--- src/rtl/mem_port_arbiter.sv ---
// Shares the single core-side memory port between instruction fetch and the MEM stage.
// One bus transaction is in flight at a time; MEM wins ties unless IF has been starved too long.
module mem_port_arbiter #(
  parameter int ADDR_W       = 64,
  parameter int DATA_W       = 64,
  parameter int STARVE_LIMIT = 4
) (
  input  logic                clock,
  input  logic                reset,
  input  logic                if_req_valid,
  input  logic [ADDR_W-1:0]   if_req_addr,
  input  logic [1:0]          if_req_size,
  input  logic                if_kill,
  output logic                if_resp_valid,
  output logic [DATA_W-1:0]   if_resp_rdata,
  output logic                if_stall_req,
  input  logic                mem_req_valid,
  input  logic                mem_req_wen,
  input  logic [ADDR_W-1:0]   mem_req_addr,
  input  logic [DATA_W-1:0]   mem_req_wdata,
  input  logic [DATA_W/8-1:0] mem_req_wmask,
  input  logic [1:0]          mem_req_size,
  output logic                mem_resp_valid,
  output logic [DATA_W-1:0]   mem_resp_rdata,
  output logic                mem_stall_req,
  output logic                bus_req_valid,
  input  logic                bus_req_ready,
  output logic                bus_req_wen,
  output logic [ADDR_W-1:0]   bus_req_addr,
  output logic [DATA_W-1:0]   bus_req_wdata,
  output logic [DATA_W/8-1:0] bus_req_wmask,
  output logic [1:0]          bus_req_size,
  input  logic                bus_resp_valid,
  input  logic [DATA_W-1:0]   bus_resp_rdata
);

  localparam int CNT_W = $clog2(STARVE_LIMIT + 1);
  localparam logic [CNT_W-1:0] LIMIT = CNT_W'(STARVE_LIMIT);

  typedef enum logic [1:0] {S_IDLE, S_ISSUE, S_WAIT} state_t;
  typedef enum logic [1:0] {G_NONE, G_IF, G_MEM} grant_t;

  state_t           state_q;
  state_t           state_d;
  grant_t           grant_q;
  logic [CNT_W-1:0] starve_cnt;
  logic             kill_pend;
  logic             start;
  logic             pick_if;
  logic             resp_done;

  assign start     = (state_q == S_IDLE) && (if_req_valid || mem_req_valid);
  assign pick_if   = if_req_valid && (!mem_req_valid || starve_cnt == LIMIT);
  assign resp_done = (state_q == S_WAIT) && bus_resp_valid;

  always_ff @(posedge clock or posedge reset) begin
    if (reset) state_q <= S_IDLE;
    else       state_q <= state_d;
  end

  always_comb begin
    state_d = state_q;
    case (state_q)
      S_IDLE:  if (start)          state_d = S_ISSUE;
      S_ISSUE: if (bus_req_ready)  state_d = S_WAIT;
      S_WAIT:  if (bus_resp_valid) state_d = S_IDLE;
      default:                     state_d = S_IDLE;
    endcase
  end

  // Grant, starvation count and a registered copy of the winner's request fields.
  always_ff @(posedge clock or posedge reset) begin
    if (reset) begin
      grant_q       <= G_NONE;
      starve_cnt    <= '0;
      kill_pend     <= 1'b0;
      bus_req_wen   <= 1'b0;
      bus_req_addr  <= '0;
      bus_req_wdata <= '0;
      bus_req_wmask <= '0;
      bus_req_size  <= '0;
    end else begin
      if (start) begin
        if (pick_if) begin
          grant_q       <= G_IF;
          starve_cnt    <= '0;
          bus_req_wen   <= 1'b0;
          bus_req_addr  <= if_req_addr;
          bus_req_wdata <= '0;
          bus_req_wmask <= '0;
          bus_req_size  <= if_req_size;
        end else begin
          grant_q <= G_MEM;
          if (if_req_valid && starve_cnt != LIMIT) starve_cnt <= starve_cnt + CNT_W'(1);
          bus_req_wen   <= mem_req_wen;
          bus_req_addr  <= mem_req_addr;
          bus_req_wdata <= mem_req_wdata;
          bus_req_wmask <= mem_req_wmask;
          bus_req_size  <= mem_req_size;
        end
      end else if (resp_done) begin
        grant_q <= G_NONE;
      end

      // A killed fetch still drains on the bus; only its response is swallowed.
      if (resp_done)
        kill_pend <= 1'b0;
      else if (if_kill && grant_q == G_IF && state_q != S_IDLE)
        kill_pend <= 1'b1;
    end
  end

  always_comb begin
    bus_req_valid  = (state_q == S_ISSUE);
    if_resp_valid  = resp_done && (grant_q == G_IF) && !kill_pend && !if_kill;
    mem_resp_valid = resp_done && (grant_q == G_MEM);
    if_resp_rdata  = if_resp_valid  ? bus_resp_rdata : '0;
    mem_resp_rdata = mem_resp_valid ? bus_resp_rdata : '0;
    if_stall_req   = if_req_valid  && !if_resp_valid;
    mem_stall_req  = mem_req_valid && !mem_resp_valid;
  end

endmodule

--- config.mk ---
export PLATFORM = sky130hd
export DESIGN_NAME = mem_port_arbiter
export DESIGN_NICKNAME = d
export VERILOG_FILES = /design/src/rtl/mem_port_arbiter.sv
export SDC_FILE = /design/constraint.sdc
export NUM_CORES = 1
export LEC_CHECK = 0
export CAP_MARGIN = 10
export CORE_AREA = 2 2 215 217
export DETAILED_ROUTE_END_ITERATION = 8
export DIE_AREA = 0 0 217 219
export PLACE_DENSITY = 0.42
export SLEW_MARGIN = 20
export SYNTH_ARGS = -nofsm -noshare
export SYNTH_HDL_FRONTEND = slang
export SYNTH_SLANG_ARGS = --single-unit
--- constraint.sdc ---
create_clock -name clock -period 6 [get_ports clock]
set_input_delay 1.2 -clock clock [delete_from_list [all_inputs] [get_ports clock]]
set_output_delay 1.2 -clock clock [all_outputs]
set_load 0.1 [all_outputs]
==> impl_metrics.ini <==
[cts]
cts_buffer_depth = 2
cts_max_level = 4
cts_tree = done
clock_latency_ns = 0.46
clkTransAtPathRegs_ns = 0.07
hold_buffers = 0
cts-resized-gates = 0
numCtsBuffers = 17
postCtsSetupBuffers = 0
cts_root_buffer = clkbuf_16
clkSinkCount = 147

[sta]
period_share_pct = 74.88
final-max-slew-violation-count = 0
setup_viol = 0
finalCriticalPeriod_ns = 4.493
rsz0062_at_grt = no
fin_setup_tns_ns = 0
fmax_ghz = 0.2226
worst_pin_slew_ns = 1.065
clock_skew_ns = 0.01205
slew_headroom_pct = 28.78
hold_viol = 0

[synth]
syn_area_sq_um = 6813
synth_cell_type_count = 27
synth_area_per_cell_sq_um = 11.75
synth_seq_cells = 147
yosysWarningCount = 0
ys_seq_area_share_pct = 53.99
syn_nets = 858
synthCells = 580

[worst_setup_path]
crit_chain = clkdlybuf4s50_1 -> nand3b_1 -> nor4_4 -> nor2b_1 -> clkdlybuf4s50_1
path_depth = 5
crit_top_cell = clkdlybuf4s50_1
path_class = in -> out
reg2regPathDepth = 6
endpoint_kind = primary output
cp_max_fo = 4
cpLargestDelayFamily = buffers and inverters
path_buf_inv = 2
crit_slowest_cell = clkdlybuf4s50_1
worst_ep_required_time_ns = 4.80
arrival_ns = 3.29
critPathMaxStageDelay_ns = 0.98
start_kind = input pin

[detailed_routing]
wl_per_cell_um = 18.99
viasPerCell = 3.985
ant_nets = 0
drtIter0Drc = 369
routed-via-count = 6806
totalWireLength_um = 32440
firstDrtPassIters = 4
drcViolationCount = 0

[place]
gp_congestion = 0.7343
dp_hpwl_um = 23650
port_buffers = 547
dp.cells = 1676

[layout]
layout.nets = 1373
fillerInstances = 4753
drive_above_1_share_pct = 16.06
area_delta_synth_final_pct = 93.72
final_common_cell = clkdlybuf4s50_1
diodes = 0
final_cells = 1708
layout_common_cells = clkdlybuf4s50_1, dfrtp_1, buf_4

[floorplan]
core_sq_um = 45090
pin_count = 548
initial_core_util_pct = 15.11
die_h_um = 219
fp-row-count = 78
die_width_um = 217
dieArea_sq_um = 47520

[global_route]
grt_pass1_vias = 6834
grt_pass1_wl_um = 46080
grt_max_degree = 83
antenna_found_initial = 0
gr-usage-all-layers_pct = 13.04
grt_overflow = 0

[min_path]
hp-class = reg -> reg
whs_path_depth = 1

[power]
power.leakage_nw = 5.589
ir_drop_v = 0.0003216
power-per-cell-area_nw_per_um2 = 639.7

[flow_run]
cap_violations = 0

[run_status]
run_status = finished, final reports clean
==> cell usage after synthesis <==
cell | count | area [sq um]
or3b_1 | 1 | 8.760
and3_1 | 1 | 6.260
nor3b_1 | 66 | 495.5
a21oi_1 | 2 | 10.01
and2_1 | 128 | 800.8
buf_6 | 1 | 11.26
buf_4 | 4 | 30.03
nor3b_2 | 1 | 12.51
nor2b_1 | 2 | 12.51
nand3b_1 | 1 | 7.510
or3_1 | 1 | 6.260
a21boi_2 | 1 | 11.26
clkbuf_1 | 21 | 78.83
nor2_1 | 5 | 18.77
nand2b_1 | 2 | 12.51
a22o_1 | 74 | 648.1
inv_1 | 7 | 26.28
nand3_1 | 2 | 10.01
o22a_1 | 1 | 8.760
ha_1 | 2 | 25.02
o21ai_1 | 5 | 25.02
a31o_1 | 2 | 17.52
dfrtp_1 | 147 | 3679
buf_2 | 34 | 170.2
nand2_1 | 2 | 7.510
nor4_2 | 1 | 12.51
a221o_1 | 66 | 660.6
==> cell type report <==
type,count,area (sq um),share of cell area (%)
tap,600,750.7,5.688
clock inverter,13,170.2,1.289
timing repair buffer,556,5265,39.89
multi-input combinational,366,2859,21.66
sequential,147,3679,27.87
inverter,7,31.28,0.2370
clock buffer,19,442.9,3.356
==> worst paths after layout <==
check | start | end | slack (ns)
min | bus_req_wdata[15]$_DFFE_PP0P_ | bus_req_wdata[15]$_DFFE_PP0P_ | 0.50
min reg2reg | bus_req_wdata[15]$_DFFE_PP0P_ | bus_req_wdata[15]$_DFFE_PP0P_ | 0.50
min in group asynchronous | reset | bus_req_addr[59]$_DFFE_PP0P_ | 1.21
max in group asynchronous | reset | bus_req_addr[4]$_DFFE_PP0P_ | 3.76
max reg2reg | starve_cnt[0]$_DFFE_PP0P_ | bus_req_addr[53]$_DFFE_PP0P_ | 3.61
max | bus_resp_valid | if_stall_req | 1.51
==> metrics by stage <==
stage               hold slack [ns]  util [%]  cell area, sq um  setup WS (ns)  power (W)
floorplan                    0.4718         -              6813         0.8487   0.005826
global placement             0.4872     27.91             12580          1.504   0.007346
detailed placement           0.4898     27.91             12580          1.482   0.007336
CTS                          0.5087     29.27             13200          1.488   0.008548
global route                 0.5175     29.27             13200          1.388   0.008775
finish                       0.5029     29.27             13200          1.507   0.008443
==> cells by family (layout without fill, tap and decap cells) <==
family / Yosys count / after routing / share of synthesized area [%]
flip-flops: 147 / 147 / 53.99
buffers and inverters: 67 / 595 / 4.647
adder cells (fa/ha/maj): 2 / 2 / 0.3673
AO/OA/AOI/OAI: 151 / 151 / 20.28
AND/OR/NAND/NOR: 213 / 213 / 20.72
==> per-layer routing <==
layer / GRT usage (%) / routed length [um] / vias up
li1: - / - / 3183
met4: 3.539 / 402 / 0
met2: 20.96 / 15670 / 291
met3: 4.740 / 2598 / 21
met1: 16.46 / 13770 / 3311
met5: 0 / 0 / -
==> report_power, final <==
part	leakage [nW]	internal, W	total (W)	switching [W]
Combinational	3.43	0.00139	0.00558	0.00420
Clock	0.303	0.000672	0.00116	0.000488
Sequential	1.85	0.00143	0.00170	0.000264
Total	5.59	0.00349	0.00844	0.00495
==> sequential cells by signal (all words and copies together), names as in the netlist <==
| name | cells |
|---|---|
| kill_pend | 1 |
| bus_req_wen | 1 |
| state_q | 2 |
| bus_req_wmask | 8 |
| bus_req_wdata | 64 |
| bus_req_addr | 64 |
| starve_cnt | 3 |
| grant_q | 2 |
| bus_req_size | 2 |
Power figures use the tool's default switching activity.
